===== src/rtl/spi_byte_master_pkg.sv =====
// Shared definitions for the byte-oriented SPI master: FSM states and default divider.
package spi_byte_master_pkg;

   localparam int unsigned SPI_CLK_DIV_DEFAULT = 4;

   typedef enum logic [1:0] {
      ST_IDLE = 2'd0,
      ST_XFER = 2'd1,
      ST_HOLD = 2'd2
   } spi_state_t;

endpackage


===== src/rtl/spi_byte_master_clk_gen.sv =====
// Divider for the SPI master: counts clk cycles within one sclk period while
// running and flags the rising-edge and falling-edge cycles.
module spi_byte_master_clk_gen #(
   parameter int unsigned CLK_DIV = 4
) (
   input  logic clk,
   input  logic rst,
   input  logic run,
   output logic rise_stb,
   output logic fall_stb
);

   localparam int unsigned CW = $clog2(CLK_DIV);
   localparam logic [CW-1:0] RISE_AT = CW'(CLK_DIV / 2 - 1);
   localparam logic [CW-1:0] FALL_AT = CW'(CLK_DIV - 1);

   logic [CW-1:0] div_cnt;

   // Held at zero outside a transfer so every byte starts on a fresh period.
   always_ff @(posedge clk) begin
      if (rst || !run || div_cnt == FALL_AT) begin
         div_cnt <= '0;
      end else begin
         div_cnt <= div_cnt + 1'b1;
      end
   end

   always_comb begin
      rise_stb = run && (div_cnt == RISE_AT);
      fall_stb = run && (div_cnt == FALL_AT);
   end

endmodule


===== src/rtl/spi_byte_master.sv =====
// SPI master, mode 0, MSB first: one byte per req pulse, chip select held low
// across bytes until a finish pulse releases it.
module spi_byte_master
   import spi_byte_master_pkg::*;
#(
   parameter int unsigned CLK_DIV = SPI_CLK_DIV_DEFAULT
) (
   input  logic       clk,
   input  logic       rst,
   input  logic       req,
   input  logic [7:0] din,
   input  logic       finish,
   output logic       done,
   output logic [7:0] dout,
   output logic       spi_sclk,
   input  logic       spi_miso,
   output logic       spi_mosi,
   output logic       spi_cs
);

   spi_state_t state, state_nx;
   logic [7:0] tx_sr, tx_sr_nx;
   logic [7:0] rx_sr, rx_sr_nx;
   logic [7:0] dout_nx;
   logic [2:0] bit_cnt, bit_cnt_nx;
   logic       finish_pend, finish_pend_nx;
   logic       sclk_nx, mosi_nx, cs_nx, done_nx;
   logic       xfer_active;
   logic       rise_stb;
   logic       sclk_done;

   assign xfer_active = (state == ST_XFER);

   spi_byte_master_clk_gen #(
      .CLK_DIV(CLK_DIV)
   ) u_clk_gen (
      .clk      (clk),
      .rst      (rst),
      .run      (xfer_active),
      .rise_stb (rise_stb),
      .fall_stb (sclk_done)
   );

   always_comb begin
      state_nx       = state;
      tx_sr_nx       = tx_sr;
      rx_sr_nx       = rx_sr;
      dout_nx        = dout;
      bit_cnt_nx     = bit_cnt;
      finish_pend_nx = finish_pend;
      sclk_nx        = spi_sclk;
      mosi_nx        = spi_mosi;
      cs_nx          = spi_cs;
      done_nx        = 1'b0;

      unique case (state)
         ST_IDLE: begin
            finish_pend_nx = 1'b0;
            if (req) begin
               tx_sr_nx   = din;
               mosi_nx    = din[7];
               cs_nx      = 1'b0;
               bit_cnt_nx = '0;
               state_nx   = ST_XFER;
            end
         end

         ST_XFER: begin
            // A finish arriving mid-byte is remembered and acted on from HOLD.
            if (finish) begin
               finish_pend_nx = 1'b1;
            end
            if (rise_stb) begin
               sclk_nx  = 1'b1;
               rx_sr_nx = {rx_sr[6:0], spi_miso};
            end
            if (sclk_done) begin
               sclk_nx = 1'b0;
               if (bit_cnt == 3'd7) begin
                  dout_nx  = rx_sr;
                  done_nx  = 1'b1;
                  state_nx = ST_HOLD;
               end else begin
                  tx_sr_nx   = {tx_sr[6:0], 1'b0};
                  mosi_nx    = tx_sr[6];
                  bit_cnt_nx = bit_cnt + 3'd1;
               end
            end
         end

         ST_HOLD: begin
            if (finish || finish_pend) begin
               cs_nx          = 1'b1;
               mosi_nx        = 1'b0;
               finish_pend_nx = 1'b0;
               state_nx       = ST_IDLE;
            end else if (req) begin
               tx_sr_nx   = din;
               mosi_nx    = din[7];
               bit_cnt_nx = '0;
               state_nx   = ST_XFER;
            end
         end

         default: begin
            state_nx = ST_IDLE;
         end
      endcase
   end

   always_ff @(posedge clk) begin
      if (rst) begin
         state       <= ST_IDLE;
         tx_sr       <= '0;
         rx_sr       <= '0;
         dout        <= '0;
         bit_cnt     <= '0;
         finish_pend <= 1'b0;
         spi_sclk    <= 1'b0;
         spi_mosi    <= 1'b0;
         spi_cs      <= 1'b1;
         done        <= 1'b0;
      end else begin
         state       <= state_nx;
         tx_sr       <= tx_sr_nx;
         rx_sr       <= rx_sr_nx;
         dout        <= dout_nx;
         bit_cnt     <= bit_cnt_nx;
         finish_pend <= finish_pend_nx;
         spi_sclk    <= sclk_nx;
         spi_mosi    <= mosi_nx;
         spi_cs      <= cs_nx;
         done        <= done_nx;
      end
   end

endmodule


===== config.mk =====
export PLATFORM = sky130hd
export DESIGN_NAME = spi_byte_master
export DESIGN_NICKNAME = d
export VERILOG_FILES = /design/src/rtl/spi_byte_master_pkg.sv /design/src/rtl/spi_byte_master_clk_gen.sv /design/src/rtl/spi_byte_master.sv
export SDC_FILE = /design/constraint.sdc
export NUM_CORES = 1
export LEC_CHECK = 0
export CAP_MARGIN = 10
export CORE_ASPECT_RATIO = 0.5
export CORE_UTILIZATION = 53
export CTS_CLUSTER_DIAMETER = 120
export DETAILED_ROUTE_END_ITERATION = 8
export PLACE_DENSITY = 0.79
export SLEW_MARGIN = 20
export SYNTH_ARGS = -nofsm -noshare
export SYNTH_HDL_FRONTEND = slang
export SYNTH_SLANG_ARGS = --single-unit

===== constraint.sdc =====
create_clock -name clk -period 1.83 [get_ports clk]
set_input_delay 0.366 -clock clk [delete_from_list [all_inputs] [get_ports clk]]
set_output_delay 0.366 -clock clk [all_outputs]
set_load 0.005 [all_outputs]

Word-level counts from Yosys, hierarchy flattened
Index checks and enable logic that the tools add are counted.
{"block": "totals", "wordCells": 75, "n_memories": 0, "regBits": 36, "in_bits": 13, "ramBits": 0, "out_inout_bits": 12, "romBits": 0, "latchBits": 0}
{"block": "op_classes", "mul": 0, "n_eq_ne": 12, "muxes": 29, "bitwise_logic": 2, "div": 0, "n_shift": 0, "magnitude_cmp": 0, "reduce_logical": 19, "n_addsub": 2}
{"op": "$mux W8", "n": 4}
{"op": "$pmux W8 S3", "n": 1}
{"op": "$ne A2 B2 Y1 const B", "n": 7}
{"op": "$mux W3", "n": 4}
{"op": "$reduce_and A3 Y1", "n": 4}
{"op": "$mux W1", "n": 11}
{"op": "$pmux W3 S3", "n": 1}
{"op": "$mux W2", "n": 4}
{"op": "$pmux W1 S3", "n": 2}
{"op": "$pmux W2 S3", "n": 1}
{"op": "$reduce_and A2 Y1", "n": 3}
{"op": "$eq A2 B1 Y1 const B", "n": 2}
{"op": "$eq A2 B2 Y1 const B", "n": 2}
{"op": "$reduce_and A4 Y1", "n": 1}
{"op": "$reduce_bool A2 Y1", "n": 2}
{"op": "$add A3 B1 Y3 const B", "n": 1}
{"op": "$eq A3 B3 Y1 const B", "n": 1}
{"op": "$logic_or A1 B1 Y1", "n": 3}
{"op": "$reduce_bool A3 Y1", "n": 1}
{"op": "$reduce_or A3 Y1", "n": 1}
{"op": "$add A2 B1 Y2 const B", "n": 1}
{"op": "$logic_and A1 B1 Y1", "n": 2}
{"op": "$logic_not A2 Y1", "n": 1}
{"op": "$not A1 Y1", "n": 2}
{"op": "other kinds (2)", "n": 2}

Depth between registers and ports, before layout
Gate-level depths: netlist (run 1).
{"block": "logic_depth", "ltp_word": 4, "mapped_depth": 7}

By module
From an unflattened synthesis (run 1), not the netlist that was laid out.
{"block": "hier_totals", "cells_unflattened": 186, "area_unflattened_um2": 1676.6}
{"module": "spi_byte_master", "n_inst": 1, "cells_each": 177, "area_each_um2": 1565.3, "seq_area_each_um2": 660.6}
{"module": "spi_byte_master_clk_gen", "n_inst": 1, "cells_each": 9, "area_each_um2": 111.4, "seq_area_each_um2": 40.0}

Worst setup path after synthesis (run 1)
No wires, ideal clock.
{"block": "synth_timing", "path_kind": "reg2reg", "start": "register state[1]", "end": "register tx_sr[1]", "arrival_time_ns": 1.528, "required_time_ns": 1.707, "setup_ns": 0.123, "period_less_slack_ns": 1.651, "stages_incl_launch_ff": 6, "setup_slack_ns": 0.179, "path_cell_list": "dfxtp_1 inv_1 ha_1 o21ba_1 o221ai_2 mux2_1"}
{"block": "synth_via", "elab_chain_cells": 4, "word_cells_on_any_way": 10}
{"item": "from (decl)", "line": "spi_byte_master.sv:21", "text": "spi_state_t state, state_nx;"}
{"item": "from (signal assigned)", "line": "spi_byte_master.sv:124", "text": "state <= state_nx;"}
{"item": "$eq A2 B1 Y1", "line": "spi_byte_master.sv:32, spi_byte_master.sv:56"}
{"item": "$logic_and A1 B1 Y1", "line": "spi_byte_master_clk_gen.sv:30", "text": "fall_stb = run && (div_cnt == FALL_AT);"}
{"item": "$ne A2 B2 Y1 (no line)"}
{"item": "$reduce_and A4 Y1 (no line)"}
{"item": "to (signal assigned)", "line": "spi_byte_master.sv:125", "text": "tx_sr <= tx_sr_nx;"}
{"item": "to (decl)", "line": "spi_byte_master.sv:22", "text": "logic [7:0] tx_sr, tx_sr_nx;"}
Parallel ways exist; a longest one is shown, timed or not.
A chain may end at the register's enable or synchronous reset.

Worst setup path in the final report (run 1)
{"block": "layout_timing", "start": "register state[1]", "end": "register tx_sr[6]"}
The elaborated chain is that of the path after synthesis.

==> results, run 1 <==
- The number of enable-type register cells in the synthesized netlist is 0.
- For this run, design rule violations remaining after detail routing come to 0.
- After synthesis, the share of flip-flops with an asynchronous set or reset is 0.
- Row generation in the floorplan step produced 13 rows.
- The tree is rooted in a clkbuf_8.
- Entering global routing, the biggest net connects 45 pins.
- The worst path needs 1743 ps of the cycle, external delays included.
- Data on the critical path is required at its endpoint by 2000 ps.
- The synthesis warning total is 0.
- The worst setup path is captured at a register.
- Dividing the final minimum period by the clock period gives 0.9526.
- The total nets after synthesis is 208.
- The initial antenna violation count is 0.
- With fillers left out, the area of the finished cells amounts to 0.002058 mm2.
- The path class of the lowest-slack min-delay path is register to register.
- Averaged over all synthesized cells, the footprint is 8.853 um2.
- During I/O placement, the number of pins put on the boundary was 25.
- Timing analysis after detailed placement gives a worst setup slack of -11.51 ps.
- The clock tree synthesis step divided the H-tree into 2 levels.
- The insertion delay of the later-clocked pin in the worst-skew pair is 280 ps.
- Of the cells placed in the final design, the portion with a size suffix greater than 1 is 0.1070.
- The TritonCTS clock tree is done.
- The clock arrives with 3.220 ps of skew.
- The top cell types in the final layout, fill and taps aside, are dfxtp_1, nand2_1, clkdlybuf4s50_1, a21oi_1.
- At the end of the flow the core is filled with cells to 0.7443.
- The worst register-to-register path begins at state[1]$_SDFFE_PP0P_.
- The count of unique library cells instantiated by Yosys is 33.
- The total vias in the final route is 1393.
- For this run, the register share of the synthesized area comes to 0.4255.
- The leakage power total is 0.7898 nW.
- The number of register bits inferred by synthesis is 35.
- The leftover overflow at the end of global routing is 0.
- After detailed routing, the average wire length per cell comes to 12.69 um.
- The half-perimeter wire length after detailed placement is 2202 um.
- The first routing iteration left 43 violations.
- The floorplan step set the die width to 80.83 um.
- The first-pass GRT wire length is 5506 um.
- The total of endpoints with negative setup slack in the final report is 0.
- The area of the core is 0.002765 mm2.
- Summed over all instances, the cell type with the most area after synthesis is dfxtp_1.
- By startpoint and endpoint, the worst setup path is classified as register to register.
- Across the run, the number of max-cap violations was 0.
- Counting the fill cells in the layout gives 214.
- The total routing usage reported by global routing is 0.2165.
- Relative to the synthesized area, the layout overhead comes to 25.00%.
- The number of diodes added for antenna fixing is 0.
- The number of nets in the layout is 236.
- The number of clock sinks is 35.
- The final critical-path setup slack is 86.75 ps.
- The final weighted congestion in routability-driven placement is 0.8053.
- The final-report max-slew violation count is 0.
- Setup repair after global routing left no endpoint under its margin.
- Of the post-synthesis cell area, the dominant cell type holds 0.4255.
- In this run the remaining antenna-violating nets after routing total 0.
- STA classifies the critical path startpoint as a register.
- The cell area after placement is 0.001957 mm2.
- No sink is reached through more buffers than the 2 on the longest clock path.
- The initial core utilization is 0.5955.
- Counting the buffers created by CTS gives 5.
- The final layout contains routed wiring with a total length of 3198 um.
- Input and output buffers added on the ports amount to 24.
- The die covers 0.003347 mm2.
- The design draws 1.610 mW.
- The final count of hold timing violations is 0.
- The critical hold path startpoint is u_clk_gen.div_cnt[0]$_SDFF_PP0_.
- The run finished with clean final reports.
- The cell area power density is 782.2 mW/mm2.
- The die is 41.42 um tall.
- At the worst endpoint, the arrival time is 1910 ps.
- After technology mapping, the gate count stands at 186.
- Tracing the worst setup path back leads to its startpoint at state[1]$_SDFFE_PP0P_.
- The post-synth design cell area is 0.001647 mm2.
- The number of iterations in the first detailed-routing pass is 4.
- For the pin with the worst max-slew slack, the measured transition is 360.2 ps.
- After synthesis, the cell types taking the most area are dfxtp_1, ha_1, a21oi_1.
- The clock transition time at the flip-flop clock pins of the worst setup and hold paths is 70 ps.
- The via count of the first global-routing pass was 1329.
- The maximum vdd drop is 562.6 uV.
- The mean number of vias per cell is 5.528.
- Among all flip-flop cells after synthesis, the most frequent one is dfxtp_1.
- Leaving out fill and tap cells, the most frequent cell in the layout is dfxtp_1.
- In this run the tightest slew margin relative to its limit is 0.7592.
- The number of setup buffers added after CTS is 0.
- Of all nets on the critical path, the largest fanout is 6.
- The peak clock frequency supported by timing is 0.5736 GHz.
==> critical path, stage by stage (launching register included) <==
cell	delay [ps]
dfxtp_2	380
inv_1	90
ha_1	230
and3b_1	270
o221ai_4	300
mux2_1	360
==> cells in the mapped netlist (all sizes together), types with 3 or more instances <==
library cell,n
a21oi,22
buf,4
clkbuf,7
dfxtp,35
ha,9
inv,6
mux2,6
mux2i,10
nand2,27
nand2b,5
nand3,12
nor2,12
nor2b,6
or3b,3
==> flip-flops by register name, summed over array words and instances, names as in the netlist <==
name	cells
done	1
dout	8
u_clk_gen.div_cnt	2
spi_cs	1
spi_mosi	1
tx_sr	7
state	2
spi_sclk	1
rx_sr	8
finish_pend	1
bit_cnt	3
==> layout make-up <==
cell class,count,area (um2),share of cell area
multi-input cells,134,885.9,0.4304
flip-flops and latches,35,701.9,0.3410
repair buffers,32,312.8,0.1520
clock buffers,5,68.82,0.03343
well taps,37,46.29,0.02249
inverters,6,22.52,0.01094
clock inverters,3,20.02,0.009726
==> path summary, 6_finish.rpt <==
check,endpoint,slack (ps),depth (start not counted)
setup / recovery,tx_sr[6]$_SDFFE_PP0P_,90,5
hold / removal,u_clk_gen.div_cnt[0]$_SDFF_PP0_,450,1
setup reg to reg,tx_sr[6]$_SDFFE_PP0P_,90,5
hold reg to reg,u_clk_gen.div_cnt[0]$_SDFF_PP0_,450,1
==> stage by stage <==
stage / hold slack, ps / TNS, ps / std cells
CTS: 453.9 / 0 / 252
detailed placement: 441.0 / -27.20 / 244
finish: 451.4 / 0 / 252
global route: 472.4 / 0 / 252
global placement: 436.5 / 0 / 244
floorplan: 421.4 / 0 / 186
==> logic make-up after synthesis <==
logic type                 Yosys count  synth area share
buffers and inverters               17           0.04331
AOI/OAI and AO/OA                   35            0.1413
DFF                                 35            0.4255
and+or+nand+nor                     74            0.2196
muxes                               16            0.1018
adders and majority gates            9           0.06839
==> routing by layer <==
metal / up-vias / part of all wire / global-route usage
met4: 0 / 0.013 / 0.1000
met5: - / 0 / 0
met3: 6 / 0.052 / 0.06813
li1: 694 / - / -
met2: 38 / 0.47 / 0.3563
met1: 655 / 0.46 / 0.2575
==> power by group <==
group / leakage, nW / switching (mW) / internal (mW) / total (mW)
combinational: 0.465 / 0.116 / 0.130 / 0.246
clock: 0.0402 / 0.287 / 0.265 / 0.552
sequential: 0.285 / 0.0210 / 0.792 / 0.813
total: 0.790 / 0.424 / 1.19 / 1.61
==> timing repair <==
| action | 4_1_cts | 5_1_grt |
|---|---|---|
| hold buffers | 0 | 0 |
| setup endpoints to repair | 6 | 6 |
| pin swaps | 0 | 1 |
| resized for setup | 1 | 2 |
No activity file was read; power rests on OpenSTA's default activity.
==> run 2: changes to the inputs <==
Settings changed: ABC_AREA set to 0, CORE_MARGIN set to 4.
==> results, run 2 (synthesis results as in run 1) <==
- The maximum level of the CTS H-tree is 2 (unchanged).
- The insertion delay of the later-clocked pin in the worst-skew pair was 290 ps (was 280 ps).
- The area of the multi-input gates is 888.4 um2 (was 885.9 um2).
- The leakage power total is 0.8062 nW (was 0.7898 nW).
- The number of antenna-violating nets in the routed design is 0 (unchanged).
- The mean number of vias per cell is 5.357 (was 5.528).
- The overall die width is 86.83 um (was 80.83 um).
- The path depth of the worst reg2reg path is 5 (unchanged).
- The TritonCTS clock tree is done (unchanged).
- The area of the core came to 0.002781 mm2 (was 0.002765 mm2).
- The cell area power density is 842.2 mW/mm2 (was 782.2 mW/mm2).
- The timing startpoint of the critical path is bit_cnt[0]$_SDFFE_PP0P_ (was state[1]$_SDFFE_PP0P_).
- The number of clock sinks is 35 (unchanged).
- Top Registers: dout x8, rx_sr x8, tx_sr x7 (unchanged).
- The setup slack of the worst register-to-register path is 90 ps (about the same).
- The number of hold buffers added after cts is 0 (unchanged).
- The final standard cell area without fillers came to 0.002085 mm2 (was 0.002058 mm2).
- The reported max-cap violation count was 0 (unchanged).
- The pin count of the biggest net entering global routing is 45 (unchanged).
- The worst slew slack as a fraction of its limit is 0.7627 (was 0.7592).
- The number of clock buffers inserted by TritonCTS is 5 (unchanged).
- The arrival time at the worst endpoint is 1920 ps (was 1910 ps).
- The total routing usage reported by global routing is 0.1907 (was 0.2165).
- The average routed wire per standard cell is 13.40 um (was 12.69 um).
- The cell total after placement was 244 (unchanged).
- The first-pass GRT wire length is 5754 um (was 5506 um).
- The number of diodes added for antenna fixing is 0 (unchanged).
- The maximum vdd drop is 493.3 uV (was 562.6 uV).
- The number of iterations in the first detailed-routing pass is 4 (unchanged).
- The kind of end point of the critical path was a register (unchanged).
- The share of cells above drive strength 1 is 0.1116 (was 0.1070).
- The leftover overflow at the end of global routing is 0 (unchanged).
- The total of fill cells in the finished design is 195 (was 214).
- The worst setup slack before clock tree synthesis is -18.50 ps (was -11.51 ps).
- The via count of the first global-routing pass is 1308 (was 1329).
- The iteration-0 DRC count of the detailed router is 66 (was 43).
- The end of the worst register-to-register path is tx_sr[3]$_SDFFE_PP0P_ (was tx_sr[6]$_SDFFE_PP0P_).
- The final standard cell utilization of the core is 0.7494 (was 0.7443).
- The path class of the lowest-slack min-delay path was register to register (unchanged).
- The number of nets in the layout is 236 (unchanged).
- The final non-filler cell total is 252 (unchanged).
- The clock skew is 2.221 ps (was 3.220 ps).
- Status: finished clean (unchanged).
- The half-perimeter wire length after detailed placement is 2256 um (was 2202 um).
- The root cell of the clock tree is clkbuf_8 (unchanged).
- Unrepaired setup endpoints after global routing: false (unchanged).
- The total vias in the final route is 1350 (was 1393).
- The wire length after detailed routing was 3378 um (was 3198 um).
- The area of all sequential standard cells is 701.9 um2 (unchanged).
- The count of unresolved DRC violations after routing came to 0 (unchanged).
- The type of the setup path with the least slack is register to register (unchanged).
- The reg-to-reg critical path startpoint is bit_cnt[0]$_SDFFE_PP0P_ (was state[1]$_SDFFE_PP0P_).
- The total of endpoints with negative setup slack in the final report is 0 (unchanged).
- The total power consumption of the routed design is 1.756 mW (was 1.610 mW).
- Most used cells in the layout excluding fill and tap cells: dfxtp_1, nand2_1, clkdlybuf4s50_1, a21oi_1 (unchanged).
- The post-route setup TNS came to 0 ps (unchanged).
- The final weighted congestion in routability-driven placement was 0.8330 (was 0.8053).
- The peak clock frequency supported by timing is 0.5752 GHz (was 0.5736 GHz).
- The initial core utilization is 0.5920 (was 0.5955).
- The worst-case hold slack is 452.7 ps (was 451.4 ps).
- The clock transition time at the flip-flop clock pins of the worst setup and hold paths was 70 ps (about the same).
- The actual transition at the worst max-transition pin came to 355.0 ps (was 360.2 ps).
- The number of top-level pins is 25 (unchanged).
- The clock tree buffer depth came to 2 (unchanged).
- The layout overhead on the synthesized area is 26.60% (was 25.00%).
- The number of cell rows came to 13 (unchanged).
- The initial antenna violation count was 0 (unchanged).
- The maximum fanout encountered on the critical timing path is 6 (unchanged).
- The worst path required time was 2010 ps (was 2000 ps).
- The count of port buffers added during placement was 24 (unchanged).
- The cell area after placement is 0.001957 mm2 (unchanged).
- The final-report max-slew violation count was 0 (unchanged).
- The final critical-path setup slack is 91.62 ps (was 86.75 ps).
- The die height came to 47.42 um (was 41.42 um).
- The full die area is 0.004117 mm2 (was 0.003347 mm2).
- The type of origin of the critical path was a register (unchanged).
- The final count of hold timing violations is 0 (unchanged).
- The most common cell after layout, fill and taps aside is dfxtp_1 (unchanged).
- The worst setup path endpoint is tx_sr[3]$_SDFFE_PP0P_ (was tx_sr[6]$_SDFFE_PP0P_).
- The post-route minimum period is 1738 ps (was 1743 ps).
- The final critical-path share of the clock period is 0.9499 (was 0.9526).
-- run 2: layout make-up --
class / instances / share of cell area
clock buffers: 5 / 0.03301
clock inverters: 3 / 0.02101
inverters: 6 / 0.01080
multi-input cells: 134 / 0.4262
flip-flops and latches: 35 / 0.3367
well taps: 37 / 0.02221
repair buffers: 32 / 0.1501
-- run 2: timing repair --
action / 4_1_cts / 5_1_grt
gates resized for setup: 1 / 3
buffers inserted: 0 / 0
setup endpoints to repair: 2 / 8
cloned: 0 / 0
pin swaps: 0 / 1
-- run 2: worst min-delay path by stage --
stage	startpoint	endpoint	slack [ps]	depth (start not counted)
6_report	u_clk_gen.div_cnt[0]$_SDFF_PP0_	u_clk_gen.div_cnt[0]$_SDFF_PP0_	450	1
5_1_grt	u_clk_gen.div_cnt[0]$_SDFF_PP0_	u_clk_gen.div_cnt[0]$_SDFF_PP0_	480	1
3_3_place_gp	u_clk_gen.div_cnt[0]$_SDFF_PP0_	u_clk_gen.div_cnt[0]$_SDFF_PP0_	430	1
3_5_place_dp	u_clk_gen.div_cnt[0]$_SDFF_PP0_	u_clk_gen.div_cnt[0]$_SDFF_PP0_	440	1
2_1_floorplan	u_clk_gen.div_cnt[0]$_SDFF_PP0_	u_clk_gen.div_cnt[0]$_SDFF_PP0_	420	1
4_1_cts	u_clk_gen.div_cnt[0]$_SDFF_PP0_	u_clk_gen.div_cnt[0]$_SDFF_PP0_	460	1
-- run 2: worst max-delay path: stages (launching register included) --
cell and delay (ps):
dfxtp_1 330, ha_1 200, ha_1 190, and3b_1 350, o221ai_4 210, mux2_1 350
-- run 2: layer usage --
layer	wire length (um)	track usage	vias up
met2	1553	0.3379	35
met3	209	0.07904	7
li1	-	-	692
met4	77	0.09317	0
met5	0	0	-
met1	1538	0.2069	616
-- run 2: where the power goes --
part	internal [mW]	leakage, nW	switching [mW]
registers	0.792	0.285	0.0204
clock network	0.405	0.0581	0.294
logic	0.130	0.464	0.114
